[src/rtl/tmds_encoder_pipe.sv]
// tmds_encoder_pipe
// Multi-channel DVI TMDS encoder with a two-stage pipeline. It sits between the
// pixel/timing source and the 10:1 serialisers. Stage 1 applies the 8b->9b
// transition-minimising code. Stage 2 applies DC balancing against a per-channel
// running disparity, or emits a control-period symbol.
//
// Ports
//   i_clk    pixel-domain clock
//   i_rst    synchronous active-high reset; overrides i_ce
//   i_ce     pixel enable; both pipeline stages advance only when high
//   i_de     1 = video period, 0 = control period (shared by all channels)
//   i_data   pixel bytes, channel n at [8n+7:8n]
//   i_ctrl   control bits {C1,C0}, channel n at [2n+1:2n]
//   tmds_o   10-bit symbols, channel n at [10n+9:10n], bit 0 sent first
//   valid_o  high on the cycle after an i_ce edge that loaded a pipelined symbol
module tmds_encoder_pipe #(
  parameter int NUM_CH = 3,
  parameter int CNT_W  = 5
) (
  input  logic                  i_clk,
  input  logic                  i_rst,
  input  logic                  i_ce,
  input  logic                  i_de,
  input  logic [8*NUM_CH-1:0]   i_data,
  input  logic [2*NUM_CH-1:0]   i_ctrl,
  output logic [10*NUM_CH-1:0]  tmds_o,
  output logic                  valid_o
);

  localparam logic [9:0]       CTRL_00 = 10'b1101010100;
  localparam logic [9:0]       CTRL_01 = 10'b0010101011;
  localparam logic [9:0]       CTRL_10 = 10'b0101010100;
  localparam logic [9:0]       CTRL_11 = 10'b1010101011;
  localparam logic [CNT_W-1:0] TWO     = CNT_W'(2);

  // The XOR or XNOR chain is chosen to minimise transitions. XNOR is the same
  // as XOR followed by an inversion, so use_xnor is simply folded into every link.
  function automatic logic [8:0] min_transition(input logic [7:0] d);
    logic [3:0] ones;
    logic       use_xnor;
    logic [8:0] q;
    ones = '0;
    for (int i = 0; i < 8; i++) ones = ones + {3'b000, d[i]};
    use_xnor = (ones > 4'd4) || ((ones == 4'd4) && !d[0]);
    q[0] = d[0];
    for (int i = 1; i < 8; i++) q[i] = q[i-1] ^ d[i] ^ use_xnor;
    q[8] = ~use_xnor;
    return q;
  endfunction

  logic                s1_de;
  logic [2*NUM_CH-1:0] s1_ctrl;
  logic                s1_valid;

  // These are the stage-1 controls that all channels share.
  // s1_valid marks that stage 1 holds real input data.
  // valid_o pulses only on cycles where stage 2 reloaded from a filled stage 1.
  always_ff @(posedge i_clk) begin
    if (i_rst) begin
      s1_de    <= 1'b0;
      s1_ctrl  <= '0;
      s1_valid <= 1'b0;
      valid_o  <= 1'b0;
    end else begin
      valid_o <= i_ce & s1_valid;
      if (i_ce) begin
        s1_de    <= i_de;
        s1_ctrl  <= i_ctrl;
        s1_valid <= 1'b1;
      end
    end
  end

  for (genvar g = 0; g < NUM_CH; g++) begin : g_ch
    logic [8:0]       s1_qm;
    logic [9:0]       sym;
    logic [9:0]       sym_next;
    // cnt holds the running disparity as a two's-complement value.
    // The sign tests below read its MSB directly.
    logic [CNT_W-1:0] cnt;
    logic [CNT_W-1:0] cnt_next;
    logic [CNT_W-1:0] n1_ext;
    logic [CNT_W-1:0] n0_ext;
    logic [CNT_W-1:0] diff;
    logic [3:0]       n1;
    logic             cnt_zero;
    logic             cnt_pos;
    logic             cnt_neg;

    always_ff @(posedge i_clk) begin
      if (i_rst) begin
        s1_qm <= '0;
      end else if (i_ce) begin
        s1_qm <= min_transition(i_data[8*g +: 8]);
      end
    end

    // Stage-2 DC balancing. diff = N1 - N0 of q_m[7:0]. The three video cases
    // choose between sending the word as-is and sending it inverted. Bit 9 flags
    // inversion so the disparity drifts back toward zero.
    always_comb begin
      sym_next = CTRL_00;
      cnt_next = '0;
      n1       = '0;
      for (int i = 0; i < 8; i++) n1 = n1 + {3'b000, s1_qm[i]};
      n1_ext   = {{(CNT_W-4){1'b0}}, n1};
      n0_ext   = {{(CNT_W-4){1'b0}}, 4'd8 - n1};
      diff     = n1_ext - n0_ext;
      cnt_zero = (cnt == '0);
      cnt_neg  = cnt[CNT_W-1];
      cnt_pos  = !cnt_neg && !cnt_zero;
      if (!s1_de) begin
        case (s1_ctrl[2*g +: 2])
          2'b00:   sym_next = CTRL_00;
          2'b01:   sym_next = CTRL_01;
          2'b10:   sym_next = CTRL_10;
          default: sym_next = CTRL_11;
        endcase
      end else if (cnt_zero || (n1 == 4'd4)) begin
        sym_next = {~s1_qm[8], s1_qm[8], s1_qm[8] ? s1_qm[7:0] : ~s1_qm[7:0]};
        cnt_next = s1_qm[8] ? cnt + diff : cnt - diff;
      end else if ((cnt_pos && (n1 > 4'd4)) || (cnt_neg && (n1 < 4'd4))) begin
        sym_next = {1'b1, s1_qm[8], ~s1_qm[7:0]};
        cnt_next = cnt - diff + (s1_qm[8] ? TWO : '0);
      end else begin
        sym_next = {1'b0, s1_qm[8], s1_qm[7:0]};
        cnt_next = cnt + diff - (s1_qm[8] ? '0 : TWO);
      end
    end

    always_ff @(posedge i_clk) begin
      if (i_rst) begin
        sym <= CTRL_00;
        cnt <= '0;
      end else if (i_ce) begin
        sym <= sym_next;
        cnt <= cnt_next;
      end
    end

    assign tmds_o[10*g +: 10] = sym;
  end

endmodule
[config.mk]
export PLATFORM = sky130hd
export DESIGN_NAME = tmds_encoder_pipe
export DESIGN_NICKNAME = d
export VERILOG_FILES = /design/src/rtl/tmds_encoder_pipe.sv
export SDC_FILE = /design/constraint.sdc
export NUM_CORES = 1
export LEC_CHECK = 0
export ABC_AREA = 1
export CAP_MARGIN = 15
export CORE_UTILIZATION = 53
export DETAILED_ROUTE_END_ITERATION = 10
export HOLD_SLACK_MARGIN = 0.15
export PLACE_DENSITY_LB_ADDON = 0.08
export SETUP_SLACK_MARGIN = 0.5
export SLEW_MARGIN = 20
export SYNTH_ARGS = -nofsm -noshare
export SYNTH_HDL_FRONTEND = slang
export SYNTH_SLANG_ARGS = --single-unit
export TNS_END_PERCENT = 5
[constraint.sdc]
create_clock -name i_clk -period 5 [get_ports i_clk]
set_input_delay 1.25 -clock i_clk [delete_from_list [all_inputs] [get_ports i_clk]]
set_output_delay 1.25 -clock i_clk [all_outputs]
set_load 0.01 [all_outputs]
# [Word-level counts from Yosys, hierarchy flattened]
# Index checks and enable logic that the tools add are counted.
# W data, S select, Z words.
[word_totals] elab_cells=215 out_inout_bits=31 register_bits=81 inputBits=34
[op_classes] bitwise_logic=52 addsub=60 n_mux=33 n_lt_le_gt_ge=9 eq_ne=12 reduce_logical=36
[ops] cell="$add A4 B1 Y4" n=24
[ops] cell="$mux W10" n=9
[ops] cell="$pmux W10 S3" n=3
[ops] cell="$mux W5" n=12
[ops] cell="$xor A1 B1 Y1" n=42
[ops] cell="$add A3 B1 Y4" n=6
[ops] cell="$eq A4 B3 Y1 const B" n=6
[ops] cell="$gt A4 B3 Y1 const B" n=6
[ops] cell="$mux W8" n=3
[ops] cell="$not A8 Y8" n=3
[ops] cell="$add A2 B1 Y3" n=6
[ops] cell="$add A5 B2 Y5" n=3
[ops] cell="$add A5 B5 Y5" n=3
[ops] cell="$logic_not A5 Y1" n=3
[ops] cell="$sub A4 B4 Y5" n=3
[ops] cell="$sub A5 B2 Y5" n=3
[ops] cell="$sub A5 B5 Y5" n=3
[ops] cell="$add A1 B1 Y2" n=6
[ops] cell="$logic_and A1 B1 Y1" n=12
[ops] cell="$lt A4 B3 Y1 const B" n=3
[ops] cell="$mux W2" n=6
[ops] cell="$sub A4 B4 Y4 const A" n=3
[ops] cell="$logic_not A1 Y1" n=9
[ops] cell="$logic_or A1 B1 Y1" n=9
[ops] cell="other kinds (5)" n=16

# [Depth between registers and ports, before layout]
# Gate-level depths: netlist (run 1).
[logic_depth] word_depth=23 depth_mapped=28 mapped_depth_nobuf=28

# [Worst setup path before layout (run 1)]
# OpenSTA, ideal clock, no wires.
[synth_timing] kind="register to register" from="register g_ch[1].s1_qm[0]" to="register g_ch[1].cnt[4]" required_ns=4.868 synth_period_minus_slack_ns=4.754 stages_incl_launch_ff=26 setup_time_ns=0.132 arrival_time_ns=4.622 path_buffers=0 path_slack_ns=0.246 cell_sequence="dfxtp_1 -> inv_1 -> fa_1 -> fa_1 -> fa_1 -> inv_1 -> ha_1 -> fa_1 -> nor2_1 -> inv_1 -> ha_1 -> nor2_1 -> nor2_1 -> a22oi_1 -> inv_1 -> ha_1 -> nand2_1 -> nand2_1 -> a31oi_1 -> inv_1 -> nand3_1 -> nand3b_1 -> nand3b_1 -> nand3_1 -> nand2_1 -> a21oi_1"
[synth_between] elab_chain_cells=14 elab_cells_between_ends=24 classes_between="13 x add/sub; 2 x order compare; 1 x eq/ne; 4 x mux; 4 x reduce/logical"
[synth_lines] item="from (decl)" line_no="75" text="logic [8:0] s1_qm;"
[synth_lines] item="from (signal assigned)" line_no="94" text="s1_qm <= min_transition(i_data[8*g +: 8]);"
[synth_lines] item="$add A1 B1 Y2 *" line_no="105" text="for (int i = 0; i < 8; i++) n1 = n1 + {3'b000, s1_qm[i]};"
[synth_lines] item="$add A2 B1 Y3 *" line_no="105"
[synth_lines] item="$add A3 B1 Y4 *" line_no="105"
[synth_lines] item="$add A4 B1 Y4 * (4 in series)" line_no="105"
[synth_lines] item="$sub A4 B4 Y4" line_no="107" text="n0_ext = {{(CNT_W-4){1'b0}}, 4'd8 - n1};"
[synth_lines] item="$sub A4 B4 Y5" line_no="108" text="diff = n1_ext - n0_ext;"
[synth_lines] item="$add A5 B5 Y5 or $sub A5 B5 Y5 (tied branches)" line_no="121, 127, 124"
[synth_lines] item="$sub A5 B2 Y5 or $add A5 B2 Y5 (tied branches)" line_no="127, 124"
[synth_lines] item="$mux W5" line_no="122" text="end else if ((cnt_pos && (n1 > 4'd4)) || (cnt_neg && (n1 < 4'd4))) begin"
[synth_lines] item="$mux W5 *" line_no="119" text="end else if (cnt_zero || (n1 == 4'd4)) begin"
[synth_lines] item="$mux W5 *" line_no="112" text="if (!s1_de) begin"
[synth_lines] item="to (signal assigned)" line_no="137" text="cnt <= cnt_next;"
[synth_lines] item="to (decl)" line_no="80" text="logic [CNT_W-1:0] cnt;"
# Every way passes the cells marked *; elsewhere a longest branch is shown, timed or not.
# A chain may end at the register's enable or synchronous reset.

# [Worst setup path in the final report (run 1)]
[layout_timing] from="register g_ch[0].s1_qm[1]" to="register g_ch[0].cnt[4]"
[layout_between] elab_chain_cells=14 elab_cells_between_ends=24 classes_between="13 x add/sub; 2 x order compare; 1 x eq/ne; 4 x mux; 4 x reduce/logical"
[layout_lines] item="from (decl)" line_no="75"
[layout_lines] item="from (signal assigned)" line_no="94"
[layout_lines] item="$add A1 B1 Y2 *" line_no="105"
[layout_lines] item="$add A2 B1 Y3 *" line_no="105"
[layout_lines] item="$add A3 B1 Y4 *" line_no="105"
[layout_lines] item="$add A4 B1 Y4 * (4 in series)" line_no="105"
[layout_lines] item="$sub A4 B4 Y4" line_no="107"
[layout_lines] item="$sub A4 B4 Y5" line_no="108"
[layout_lines] item="$add A5 B5 Y5 or $sub A5 B5 Y5 (tied branches)" line_no="121, 127, 124"
[layout_lines] item="$sub A5 B2 Y5 or $add A5 B2 Y5 (tied branches)" line_no="127, 124"
[layout_lines] item="$mux W5" line_no="122"
[layout_lines] item="$mux W5 *" line_no="119"
[layout_lines] item="$mux W5 *" line_no="112"
[layout_lines] item="to (signal assigned)" line_no="137"
[layout_lines] item="to (decl)" line_no="80"
# Marks and branches as above.

==> results of run 1 <==
==> area by class of cell <==
type                            count  area share (%)
Clock buffer                       11            3.03
Timing Repair Buffer              107            11.3
Sequential cell                    81            19.5
Multi-Input combinational cell    661            55.2
Tap cell                          168            2.52
Clock inverter                      4           0.315
Inverter                          179            8.08
==> state kept, by name (all words and copies together), names as in the netlist <==
| signal | flops |
|---|---|
| g_ch.s1_qm | 27 |
| s1_ctrl | 6 |
| s1_de | 1 |
| s1_valid | 1 |
| valid_o | 1 |
| g_ch.cnt | 15 |
| g_ch.sym | 30 |
==> how the worst max path moves through the flow <==
stage               slack (ns)                             to
floorplan                 0.38    g_ch[2].cnt[4]$_SDFFE_PP0P_
global placement         -0.15  g_ch[1].s1_qm[7]$_SDFFE_PP0P_
detailed placement       -0.24  g_ch[1].s1_qm[7]$_SDFFE_PP0P_
CTS                       0.35    g_ch[1].cnt[4]$_SDFFE_PP0P_
global route              0.08    g_ch[0].cnt[4]$_SDFFE_PP0P_
finish                    0.34    g_ch[0].cnt[4]$_SDFFE_PP0P_
==> cell families after synthesis <==
kind of cell | Yosys count | share of synthesized area, %
buffers and inverters | 203 | 11.6
adders and majority gates | 96 | 21.1
DFF | 81 | 24.4
and+or+nand+nor | 345 | 22.3
AOI/OAI and AO/OA | 186 | 15.8
xor gates and xnor gates | 34 | 4.81
==> metrics by stage <==
step / std cells / hold WS [ns]
6_report: 1211 / 0.431
5_1_grt: 1211 / 0.450
4_1_cts: 1207 / 0.435
3_5_place_dp: 1185 / 0.435
3_3_place_gp: 1185 / 0.421
2_1_floorplan: 945 / 0.410
==> power by group <==
group / internal, W / total [W] / leakage (nW) / switching [W]
combinational: 0.00219 / 0.00508 / 3.20 / 0.00288
clock: 0.000361 / 0.000633 / 0.138 / 0.000272
sequential: 0.000739 / 0.000825 / 0.672 / 0.0000854
==> per-layer routing <==
metal | global-route usage, % | vias to the layer above
li1 | - | 3226
met2 | 45.7 | 112
met5 | 0 | -
met3 | 3.12 | 18
met4 | 7.27 | 0
met1 | 33.3 | 2885
==> cell usage after synthesis <==
master and count:
sky130_fd_sc_hd__a21oi_1 72, sky130_fd_sc_hd__a22oi_1 2, sky130_fd_sc_hd__a31oi_1 8, sky130_fd_sc_hd__buf_1 1, sky130_fd_sc_hd__buf_2 1, sky130_fd_sc_hd__buf_4 3, sky130_fd_sc_hd__clkbuf_1 19, sky130_fd_sc_hd__clkinv_1 2
sky130_fd_sc_hd__dfxtp_1 81, sky130_fd_sc_hd__fa_1 27, sky130_fd_sc_hd__ha_1 69, sky130_fd_sc_hd__inv_1 166, sky130_fd_sc_hd__inv_2 11, sky130_fd_sc_hd__nand2_1 187, sky130_fd_sc_hd__nand2_2 8, sky130_fd_sc_hd__nand3_1 79
sky130_fd_sc_hd__nand3b_1 7, sky130_fd_sc_hd__nand4_1 3, sky130_fd_sc_hd__nor2_1 52, sky130_fd_sc_hd__nor2_4 3, sky130_fd_sc_hd__nor3_1 4, sky130_fd_sc_hd__nor3_2 1, sky130_fd_sc_hd__o2111ai_1 4, sky130_fd_sc_hd__o211ai_1 9
sky130_fd_sc_hd__o21ai_0 65, sky130_fd_sc_hd__o21ai_1 10, sky130_fd_sc_hd__o21ai_2 2, sky130_fd_sc_hd__o21ai_4 1, sky130_fd_sc_hd__o21bai_1 2, sky130_fd_sc_hd__o221ai_1 3, sky130_fd_sc_hd__o22ai_2 1, sky130_fd_sc_hd__o311ai_1 5
sky130_fd_sc_hd__o31ai_1 1, sky130_fd_sc_hd__o32ai_1 1, sky130_fd_sc_hd__or2_4 1, sky130_fd_sc_hd__xnor2_1 8, sky130_fd_sc_hd__xnor2_2 2, sky130_fd_sc_hd__xor2_1 23, sky130_fd_sc_hd__xor2_2 1
==> timing repair <==
item,4_1_cts,5_1_grt
cloned,0,0
hold buffers,0,0
endpoints found under the setup margin,20,19
setup buffers,7,4
pin swaps,42,20
resized for setup,66,28
==> worst max-delay path: stages (launching register included) <==
cell and delay, ns:
sky130_fd_sc_hd__dfxtp_2 0.35, sky130_fd_sc_hd__inv_2 0.05, sky130_fd_sc_hd__fa_1 0.57, sky130_fd_sc_hd__fa_1 0.44, sky130_fd_sc_hd__fa_1 0.54, sky130_fd_sc_hd__inv_2 0.05
sky130_fd_sc_hd__ha_4 0.16, sky130_fd_sc_hd__fa_1 0.48, sky130_fd_sc_hd__nor2_2 0.17, sky130_fd_sc_hd__inv_2 0.07, sky130_fd_sc_hd__ha_4 0.25, sky130_fd_sc_hd__inv_4 0.06
sky130_fd_sc_hd__nand2_4 0.06, sky130_fd_sc_hd__nand3_4 0.10, sky130_fd_sc_hd__o21ai_4 0.07, sky130_fd_sc_hd__ha_4 0.33, sky130_fd_sc_hd__o21bai_1 0.13, sky130_fd_sc_hd__nand2_1 0.10
sky130_fd_sc_hd__inv_1 0.08, sky130_fd_sc_hd__nand3_2 0.09, sky130_fd_sc_hd__nand2_2 0.09, sky130_fd_sc_hd__nand2_1 0.05, sky130_fd_sc_hd__nand3_1 0.06, sky130_fd_sc_hd__nand3_1 0.07
sky130_fd_sc_hd__nand2_1 0.06, sky130_fd_sc_hd__a21oi_1 0.05
==> results.txt, run 1 <==
* Run status: complete, no violations
- Average cell area after synthesis: 7.05 µm²
- The H-tree was split into 3 levels.
- The library cells used most frequently in the layout, excluding fill and tap cells, are sky130_fd_sc_hd__nand2_1 (174), sky130_fd_sc_hd__inv_1 (151), sky130_fd_sc_hd__dfxtp_1 (74), sky130_fd_sc_hd__nand3_1 (73), sky130_fd_sc_hd__a21oi_1 (72).
- CTS placed an instance of sky130_fd_sc_hd__clkbuf_16 at the clock tree root.
* Launching instance or port of the critical path: g_ch[0].s1_qm[1]$_SDFFE_PP0P_
- Synth cell types: 39
- Summed over all nets, wire length on met3 after detailed routing comes to 584 µm.
- Synth Net Count: 1075
- The number of antenna violations at the first check in global routing came to 0.
- Flop2flop setup slack: 0.34 ns
- Clock latency on the worst-skew pair: 0.34 ns
- Post-route DRC violation count: 0
- Routability-driven placement finished with a final weighted congestion of 0.862.
* ANT nets after route: 0
* Number of input and output port buffers inserted: 64
- For the final database, setup skew stands at 0.00865 ns.
- Final instance area: 8350 µm²
- For this design, the sink count on the clock tree is 81.
- In this run the vertical extent of the chip is 114 µm.
- Area after detailed placement: 7720 µm²
- The net count of the finished layout is 1169.
- The endpoint identified for the worst register-to-register timing path is g_ch[0].cnt[4]$_SDFFE_PP0P_.
* Class of the worst hold path: reg2reg
- For this configuration, the core starts out at a cell density of 55.0%.
- Unrepaired setup endpoints after global routing: true
* Horizontal die dimension: 114 µm
- Count of vias placed by the detailed router: 6241
* Final Cycle Share: 93.1%
- For this run, the share of the core covered by cells in the final layout is 68.9%.
* Pwr Total: 0.00654 W
* Element type at the critical path start: register
* Via-to-Cell Ratio: 5.15
- In this run the critical register-to-register path is launched from g_ch[0].s1_qm[1]$_SDFFE_PP0P_.
- Across every metal layer, demand over resource in global routing totals 25.9%.
- Cell count of the worst reg-to-reg path: 25
* Maximum buffer depth of the clock tree: 2
- In the final routed layout, each cell accounts on average for 13.5 µm.
- Minimum setup slack after placement: -0.239 ns
* Worst Hold Depth: 2
- Max FO, Critical Path: 5
* Uppermost signal routing layer after detailed routing: met4
- P&R area growth vs syn: 25.4%
- Summed over all layers, the routed wires come to 16300 µm.
* Biggest area consumer among synthesized cells: sky130_fd_sc_hd__dfxtp_1
- Share of layout cells above drive strength 1: 16.0%
- Standby leakage power: 4.01 nW
- Summing every instance area after synthesis gives 6660 µm².
* Most common library cell in the layout ignoring fill and taps: sky130_fd_sc_hd__nand2_1
- The core region is 12100 µm².
- At the pin with the least slew margin, the transition time is 0.791 ns.
* Launch instance of the worst min-delay path: s1_valid$_SDFFE_PP0P_
- Register Area: 1630 µm²
* Max-slew headroom at the worst pin: 47.2%
- Number of top-level pins: 65
* Share of synthesized area occupied by flip-flops and latches: 24.4%
- Die footprint: 13000 µm²
- The layout has 1101 filler cells.
- The top cell type by area accounts for 24.4% of the synthesized area.
- CTS tree: built
- TNS Setup: 0 ns
- In this run, the number of DRC markers left after iteration 0 of detailed routing was 266.
* Gate Count Post-Synth: 945
- Worst Path Required: 5.20 ns
- Standard-cell rows: 40
- Yosys printed 0 warnings.
- In the detailed route, the total length drawn on met2 is 8170 µm.
- After global routing the overflow that remains totals 0.
- In the post-route analysis, the smallest setup slack over all paths is 0.343 ns.
- For hold timing, the worst endpoint is valid_o$_SDFF_PP0_.
- Data arrival time of the worst path: 4.86 ns
- For the finished layout, the period the worst path requires is 4.66 ns.
- Top cells by area in the synthesized netlist: sky130_fd_sc_hd__dfxtp_1 (24%), sky130_fd_sc_hd__ha_1 (13%), sky130_fd_sc_hd__nand2_1 (11%)
- Max-cap violations in this run came to 0.
- Clock-pin slew was measured on the worst setup and hold paths at 0.06 ns.
- Detailed-router iteration count before antenna repair: 5
* Maximum number of pins on one net before global-route repair: 53
- In this run, CTS created clock tree buffers numbering 9.
- Post-detailed-placement half-perimeter wirelength: 12100 µm
- The number of antenna diodes in the final layout is 0.
* Number of global-route vias before repair: 5828
- Setup violations remaining at the end of the flow were counted as 0.
- Power density normalized to cell area: 783 nW/µm²
* Met1 WL: 7340 µm
- Area of combinational cells with multiple inputs: 4610 µm²
- After synthesis the netlist holds a flip-flop and latch count of 81.
- The number of max-slew violations in the final report was 0.
* Total count of hold-check failures in the final report: 0
- Across the VDD grid, the largest voltage drop is 0.716 mV.
- Global-route wire length before repair: 26800 µm
- WS Path Type: reg2reg
- Element type at the critical path end: register
* Peak Freq: 215 MHz
Power figures use the tool's default switching activity.
==> run 2, diff against run 1 <==
--- a/config.mk
+++ b/config.mk
@@ -5,7 +5,6 @@
 export SDC_FILE = /design/constraint.sdc
 export NUM_CORES = 1
 export LEC_CHECK = 0
-export ABC_AREA = 1
 export CAP_MARGIN = 15
 export CORE_UTILIZATION = 53
 export DETAILED_ROUTE_END_ITERATION = 10
==> run 2 against run 1 <==
Sequential share of layout area rose by 0.25 points. Critical path type unchanged. Sequential cell count did not move. Global-route usage shrank 0.21 points. Largest cell class unchanged. Clock power is 5.1% higher. Critical path depth is 6 lower. Cell area is 1.3% lower. Clock skew is 0.0014 ns lower. Via count is 8.6% lower. Cell count shrank 16%. Total power increased by 2.2%. Sequential power rose by 2%.
==> results.txt, run 2 <==
- Gate Count Post-Synth: 776
- In this run the static leakage power is 3.64 nW.
* Worst Clk Skew: 0.00730 ns
* Minimum setup slack after placement: -0.0931 ns
- Tot GR Track Use: 25.7%
* Reported net switching power: 0.00310 W
- The die is 113 µm wide.
- Largest regs: g_ch.sym: 30 flops, g_ch.s1_qm: 27 flops, g_ch.cnt: 15 flops
* Average cell area after synthesis: 8.42 µm²
- Data arrival time of the worst path: 5.06 ns
- Die footprint: 12800 µm²
- Summing the sequential cell areas from Yosys gives 24.8% of the chip area.
* Chip Height: 113 µm
- Of the total power, the share spent switching nets is 46.4%.
- For this configuration, the core starts out at a cell density of 54.4%.
- Overflow after GRT: 0
- For this run, the share of the core covered by cells in the final layout is 68.6%.
* Buffer cell driving the clock tree root: sky130_fd_sc_hd__clkbuf_16
* Pwr Total: 0.00668 W
* Global-route wire length before repair: 26400 µm
- Max FO, Critical Path: 6
- WS Path Type: reg2reg
- Port buffering added 64 buffers.
* CTS tree: built
- The number of max-slew violations in the final report was 0.
- The synthesized design spends more area on one cell type than any other, namely sky130_fd_sc_hd__dfxtp_1.
- Derived from the worst setup path, the maximum achievable clock frequency is 207 MHz.
- Register bank with the most flops: g_ch.sym
- The initialized floorplan defines 40 standard-cell rows.
- Worst Path Required: 5.24 ns
- Final setup fails: 0
* Overall routed net length: 16000 µm
- EDFF count, synth: 0
- Synth cell types: 54
- Combinational cells account for 77.4% of the total power.
- Yosys warning total: 0
* Power density normalized to cell area: 811 nW/µm²
- Post-synth top cells: sky130_fd_sc_hd__inv_1 (110), sky130_fd_sc_hd__dfxtp_1 (81), sky130_fd_sc_hd__nor2_1 (80)
- Peak VDD IR: 0.317 mV
- Cell with the most instances after synthesis: sky130_fd_sc_hd__inv_1
- Once routing completed, OpenROAD measured the worst setup slack at 0.179 ns.
* Number of antenna violations at the first check in global routing: 0
- STA classifies the critical path endpoint as a register.
- At the pin with the least slew margin, the transition time is 0.943 ns.
* Number of sinks handled by clock tree synthesis: 81
- STA classifies the critical path startpoint as a register.
- The number of nets in the synthesized netlist is 906.
- The first TritonRoute pass finished after 5 iterations.
* Total of max-cap violations: 0
- Counting both buffers and inverters, the worst setup path holds a total of 3.
- Final instance area: 8240 µm²
- Share of layout cells above drive strength 1: 15.8%
* Top cells by area in the synthesized netlist: sky130_fd_sc_hd__dfxtp_1 (25%), sky130_fd_sc_hd__ha_1 (13%), sky130_fd_sc_hd__fa_1 (8.3%)
- Clock-pin slew was measured on the worst setup and hold paths at 0.06 ns.
* Register bit count reported by yosys: 81
- Inserted Clock Buffers: 9
- Placeable core area: 12000 µm²
* Number of levels the H-tree was split into: 3
* Part of the power in registers: 12.6%
- Iter 0 DRT Violations: 298
- The wire-length estimate of the detail-placed layout is 11700 µm.
* Number of global-route vias before repair: 5485
- Maximum number of pins on one net before global-route repair: 62
- Number of top-level pins: 65
- The count of nets left with antenna violations once routing finished came out at 0.
- In the final design database the tool counted 993 nets.
- Final Cycle Share: 96.4%
- Fill count: 949
- The number of hold buffers added after CTS was 0.
* Total count of hold-check failures in the final report: 0
- Setup repair after global routing could not meet its margin everywhere.
* Cell breakdown of the critical path: inv_2 -> fa_1 -> fa_1 -> fa_1 -> inv_2 -> ha_4 -> fa_2 -> nor2_4 -> inv_2 -> ha_4 -> o211ai_1 -> o21ai_2 -> ha_4 -> xor2_2 -> nand3_1 -> xor2_1 -> a31o_2 -> or4_4 -> o311ai_4
* CP max stage cell: sky130_fd_sc_hd__fa_2
- In this run the cell area of the synthesized design comes to 6540 µm².
* DP Cell Count: 991
- The clock passes through at most 2 buffers.
- Routability-driven placement finished with a final weighted congestion of 0.862.
- The internal portion of the total power is 0.00358 W.
* Top_reg_cell synth: sky130_fd_sc_hd__dfxtp_1
- Flip-flop count of the largest register, all copies and words added: 30
* Leading cell types in the layout, fill and taps excluded: sky130_fd_sc_hd__inv_1 (103), sky130_fd_sc_hd__nor2_1 (76), sky130_fd_sc_hd__dfxtp_1 (75), sky130_fd_sc_hd__ha_1 (59), sky130_fd_sc_hd__clkdlybuf4s50_1 (53)
- In the final routed layout, each cell accounts on average for 15.7 µm.
* Clock period minus worst slack: 4.82 ns
* Area after detailed placement: 7550 µm²
- Dividing the detail-routed via count by the number of cells gives 5.62.
* Post-route DRC violation count: 0
* Run status: complete, no violations
* Antenna fix cells: 0
* Max-slew headroom at the worst pin: 36.5%
* Share of the synthesized area in the top cell type: 24.8%
* Kind of cell with the highest combined delay on the critical path: adder cells
- Compared with the post-synthesis result, the final layout area differs by 26.0%.
* Delay of the slowest cell on the worst path: 0.56 ns
- Class of the worst hold path: reg2reg
- Portion of total power attributed to the clock network: 10.0%
* Most common library cell in the layout ignoring fill and taps: sky130_fd_sc_hd__inv_1
* Clock latency on the worst-skew pair: 0.34 ns
- Count of vias placed by the detailed router: 5706
- Once layout is complete, the cells apart from fillers number 1015.
* FFs w/ async S/R, synth: 0%
[run 2: cell types whose count changed in the layout (fill, tap and decap cells not counted), moves of 28 or more]
cell | before | now
sky130_fd_sc_hd__nand2_1 | 174 | 32
sky130_fd_sc_hd__inv_1 | 151 | 103
sky130_fd_sc_hd__xnor2_1 | 8 | 41
sky130_fd_sc_hd__nor2_1 | 48 | 76
sky130_fd_sc_hd__o21ai_0 | 59 | 21
sky130_fd_sc_hd__nand3_1 | 73 | 16
sky130_fd_sc_hd__a21oi_1 | 72 | 37
[run 2: layout make-up]
type                            count  area (µm²)  area share, %
Timing Repair Buffer              105         961           11.7
Clock inverter                      4        51.3          0.623
Sequential cell                    81        1630           19.8
Inverter                          112         420           5.10
Tap cell                          147         184           2.23
Multi-Input combinational cell    554        4740           57.6
Clock buffer                       12         246           2.99
[run 2: metal layers]
layer,wire [µm],track usage [%],vias to the layer above
met2,7360,41.1,118
met4,159,7.02,0
met1,7910,36.6,2725
li1,-,-,2853
met5,0,0,-
met3,552,3.16,10
[run 2: timing repair]
action,4_1_cts,5_1_grt
pin swaps,18,30
gates resized for setup,18,54
buffers inserted,8,0
setup endpoints to repair,20,33
[run 2: final timing paths]
kind | end | slack, ns | startpoint | cells after the start
setup / recovery | g_ch[2].cnt[4]$_SDFFE_PP0P_ | 0.18 | g_ch[2].s1_qm[3]$_SDFFE_PP0P_ | 19
hold / removal | g_ch[0].sym[0]$_SDFFE_PP0P_ | 0.48 | g_ch[0].sym[0]$_SDFFE_PP0P_ | 2
setup reg to reg | g_ch[2].cnt[4]$_SDFFE_PP0P_ | 0.18 | g_ch[2].s1_qm[3]$_SDFFE_PP0P_ | 19
hold reg to reg | g_ch[0].sym[0]$_SDFFE_PP0P_ | 0.48 | g_ch[0].sym[0]$_SDFFE_PP0P_ | 2
[run 2: kinds of logic (layout without fill, tap and decap cells)]
family	after synthesis	after routing	share of synthesized area [%]
and+or+nand+nor	191	191	13.5
AOI/OAI and AO/OA	179	179	18.6
buffers and inverters	141	233	8.25
adders and majority gates	96	96	21.5
DFF	81	81	24.8
xor gates and xnor gates	65	65	9.76
muxes	23	23	3.56
[run 2: power by group through the flow]
stage | Clock [W] | Sequential [W] | Combinational [W]
after floorplan | 0 | 0.000828 | 0.00331
final | 0.000665 | 0.000842 | 0.00517
after CTS | 0.000677 | 0.000836 | 0.00481
after global routing | 0.000704 | 0.000853 | 0.00575
after detailed placement | 0 | 0.000850 | 0.00442
after global placement | 0 | 0.000849 | 0.00429
[run 2: tightest hold or removal path, cell delays in order, from the launching register on]
cell	delay [ns]
sky130_fd_sc_hd__dfxtp_1	0.31
sky130_fd_sc_hd__nor2_1	0.08
sky130_fd_sc_hd__nor3_1	0.05
[run 2: metrics by stage]
stage / hold slack (ns) / TNS (ns)
6_report: 0.478 / 0
5_1_grt: 0.504 / -0.0146
4_1_cts: 0.483 / 0
3_5_place_dp: 0.468 / -0.337
3_3_place_gp: 0.440 / -0.0276
2_1_floorplan: 0.427 / 0
==> run 3, diff against run 2 <==
--- a/config.mk
+++ b/config.mk
@@ -6,8 +6,10 @@
 export NUM_CORES = 1
 export LEC_CHECK = 0
 export CAP_MARGIN = 15
-export CORE_UTILIZATION = 53
+export CORE_UTILIZATION = 54
+export CTS_BUF_LIST = sky130_fd_sc_hd__clkbuf_8
 export DETAILED_ROUTE_END_ITERATION = 10
+export GPL_ROUTABILITY_DRIVEN = 0
 export HOLD_SLACK_MARGIN = 0.15
 export PLACE_DENSITY_LB_ADDON = 0.08
 export SETUP_SLACK_MARGIN = 0.5
==> run 3 against run 2 <==
Non-clock buffer count grew 4. Clock skew up 0.0028 ns. Clock power fell by 21%. Via count is 1.7% higher. Critical path depth did not move. Total power shrank 1.1%. Sequential cell count unchanged. First-iteration DRC count grew 10%. Largest power group unchanged.
==> results.txt, run 3 (synthesized netlist as in run 2, its figures left out) <==
- Run status: complete, no violations
- Number of global-route vias before repair: 5651
* Launch instance of the worst min-delay path: s1_valid$_SDFFE_PP0P_
- Horizontal die dimension: 112 µm
- In this run the deepest clock path goes through 2 buffers.
- The share of total power dissipated in combinational logic is 79.3%.
- The later pin in the worst-skew pair is clocked with a latency of 0.37 ns.
* Standard-cell rows: 39
- Clock transition at the registers of the reported paths: 0.08 ns
* Iter 0 DRT Violations: 329
* Post-layout net count: 997
- The number of max-slew violations in the final report is 0.
- Total internal power: 0.00349 W
- The repair_antennas step left the layout with diodes totalling 0.
- The routed design could run at a clock period as short as 4.92 ns.
- Flop2flop setup slack: 0.08 ns
- Share of layout cells above drive strength 1: 16.4%
- Maximum number of pins on one net before global-route repair: 41
- At the pin with the least slew margin, the transition time is 0.763 ns.
* Final Cycle Share: 98.4%
- The worst pin sits at a relative slew slack of 48.7%.
- Overall routed net length: 16600 µm
* Number of levels the H-tree was split into: 3
- ANT nets after route: 0
- Counting every sink on the clock net gives 81.
* Final setup fails: 0
* Met2 Track Usage GR: 44.6%
- Element type at the critical path start: register
* GR met1 Demand/Resource: 34.9%
* Number of top-level pins: 65
- In this run the critical register-to-register path is captured at g_ch[2].cnt[4]$_SDFFE_PP0P_.
- In this run the worst hold path is classified as reg2reg.
- From bottom edge to top edge, the die measures 112 µm.
- Post-route DRC violation count: 0
- Register bank with the most flops: g_ch.sym
* Largest regs: g_ch.sym: 30 flops, g_ch.s1_qm: 27 flops, g_ch.cnt: 15 flops
* Part of the power in registers: 12.8%
* Average wire per cell in the routed design: 16.4 µm
- The die covers 12500 µm².
- P&R area growth vs syn: 24.3%
- Setup repair after global routing could not meet its margin everywhere.
- Number of input and output port buffers inserted: 64
* Launching instance or port of the critical path: g_ch[2].s1_qm[0]$_SDFFE_PP0P_
* Routing usage on met3: 3.56%
* Most common library cell in the layout ignoring fill and taps: sky130_fd_sc_hd__inv_1
- The clock network accounts for 7.9% of the total power.
- Peak Freq: 203 MHz
* WS Path Type: reg2reg
- Post-detailed-placement half-perimeter wirelength: 12500 µm
* Worst Path Required: 5.28 ns
- Power density normalized to cell area: 813 nW/µm²
- Reg-to-reg critical path startpoint: g_ch[2].s1_qm[0]$_SDFFE_PP0P_
- For this run the aggregate overflow at the end of global routing stands at 0.
- Endpoint of the worst hold path: s1_valid$_SDFFE_PP0P_
- Tot GR Track Use: 26.5%
- Max FO, Critical Path: 5
* Global-route wire length before repair: 26800 µm
- Final instance area: 8130 µm²
- After layout, the design draws a total of 0.00661 W.
* Worst Clk Skew: 0.0101 ns
- The analysis attributes to cell leakage a power of 3.61 nW.
- Switching share of total power: 47.2%
* Post-CTS Hold Buffers: 0
- The cell sitting at the root of the clock tree is a sky130_fd_sc_hd__clkbuf_8.
- The number of hold violations in the final report is 0.
- Total of max-cap violations: 0
- STA classifies the critical path endpoint as a register.
- The core region is 11600 µm².
- For the final routed database, the setup TNS stands at 0 ns.
* Detailed-router iteration count before antenna repair: 5
* Initial standard-cell utilization of the core: 56.3%
- Number of antenna violations at the first check in global routing: 0
- Peak VDD IR: 0.309 mV
* Reported net switching power: 0.00312 W
- TritonCTS built the clock tree.
- Cell count of the worst reg-to-reg path: 19
- Data arrival time of the worst path: 5.20 ns
- Via-to-Cell Ratio: 5.72
- Flip-flop count of the largest register, all copies and words added: 30
- Worst Hold Depth: 2
- Count of vias placed by the detailed router: 5803
* Area after detailed placement: 7560 µm²
* Leading cell types in the layout, fill and taps excluded: sky130_fd_sc_hd__inv_1 (102), sky130_fd_sc_hd__nor2_1 (76), sky130_fd_sc_hd__dfxtp_1 (73), sky130_fd_sc_hd__ha_1 (58), sky130_fd_sc_hd__clkdlybuf4s50_1 (53)
* GRT Max-Usage Layer: met2
- Inserted Clock Buffers: 9
[run 3: cell types whose count changed in the layout (fill, tap and decap cells not counted), moves of 3 or more]
| cell | delta |
|---|---|
| sky130_fd_sc_hd__clkbuf_8 | +10 |
| sky130_fd_sc_hd__clkbuf_16 | -9 |
| sky130_fd_sc_hd__buf_4 | +4 |
| sky130_fd_sc_hd__a21oi_2 | +3 |
[run 3: what timing repair did]
| action | in CTS | in global routing |
|---|---|---|
| pin swaps | 17 | 23 |
| buffers inserted | 9 | 0 |
| setup endpoints to repair | 18 | 36 |
| resized for setup | 16 | 52 |
| endpoints found under the hold margin | 0 | 0 |
[run 3: worst max-delay path, cell delays in order, from the launching register on]
cell                       delay [ns]
sky130_fd_sc_hd__dfxtp_2         0.34
sky130_fd_sc_hd__inv_2           0.04
sky130_fd_sc_hd__fa_1            0.55
sky130_fd_sc_hd__fa_1            0.42
sky130_fd_sc_hd__fa_1            0.51
sky130_fd_sc_hd__inv_2           0.05
sky130_fd_sc_hd__ha_4            0.15
sky130_fd_sc_hd__fa_2            0.57
sky130_fd_sc_hd__nor2_4          0.06
sky130_fd_sc_hd__inv_2           0.07
sky130_fd_sc_hd__ha_4            0.19
sky130_fd_sc_hd__buf_4           0.14
sky130_fd_sc_hd__o21ai_2         0.20
sky130_fd_sc_hd__ha_4            0.25
sky130_fd_sc_hd__a21oi_1         0.21
sky130_fd_sc_hd__nand2_1         0.11
sky130_fd_sc_hd__xor2_1          0.17
sky130_fd_sc_hd__a31o_2          0.21
sky130_fd_sc_hd__or4_1           0.51
sky130_fd_sc_hd__o311ai_1        0.08
[run 3: worst max-delay path by stage]
stage	endpoint	slack, ns	cells past startpoint
after CTS	g_ch[2].cnt[4]$_SDFFE_PP0P_	0.12	19
after global placement	g_ch[2].s1_qm[7]$_SDFFE_PP0P_	0.0002	14
after detailed placement	g_ch[0].s1_qm[7]$_SDFFE_PP0P_	-0.12	14
after floorplan	g_ch[2].cnt[4]$_SDFFE_PP0P_	0.09	19
final	g_ch[2].cnt[4]$_SDFFE_PP0P_	0.08	19
after global routing	g_ch[2].cnt[4]$_SDFFE_PP0P_	-0.12	19
[run 3: metal layers]
metal	vias to the layer above	share of wire, %	wire length [µm]
met5	-	0	0
met2	156	47	7880
met1	2770	46	7640
met4	0	2.2	360
met3	28	4.4	739
li1	2849	-	-
[run 3: power by group through the flow]
stage / clock [W] / combinational (W) / sequential, W
2_1_floorplan: 0 / 0.00331 / 0.000828
3_3_place_gp: 0 / 0.00430 / 0.000849
3_5_place_dp: 0 / 0.00452 / 0.000853
4_1_cts: 0.000531 / 0.00484 / 0.000840
5_1_grt: 0.000558 / 0.00580 / 0.000857
6_report: 0.000525 / 0.00524 / 0.000845
[run 3: stage by stage]
stage	cells	hold WS [ns]	setup slack, ns	utilization [%]
2_1_floorplan	776	0.427	0.0881	-
3_3_place_gp	990	0.441	0.000230	65.1
3_5_place_dp	990	0.452	-0.116	65.1
4_1_cts	1015	0.473	0.123	68.0
5_1_grt	1015	0.496	-0.117	70.0
6_report	1015	0.466	0.0778	70.0
[run 3: area by class of cell]
class | count | area [µm²]
flip-flops and latches | 81 | 1630
clock inverters | 5 | 61.3
well taps | 143 | 179
fillers | 925 | 3490
multi-input cells | 554 | 4690
clock buffers | 11 | 151
inverters | 112 | 420
repair buffers | 109 | 991
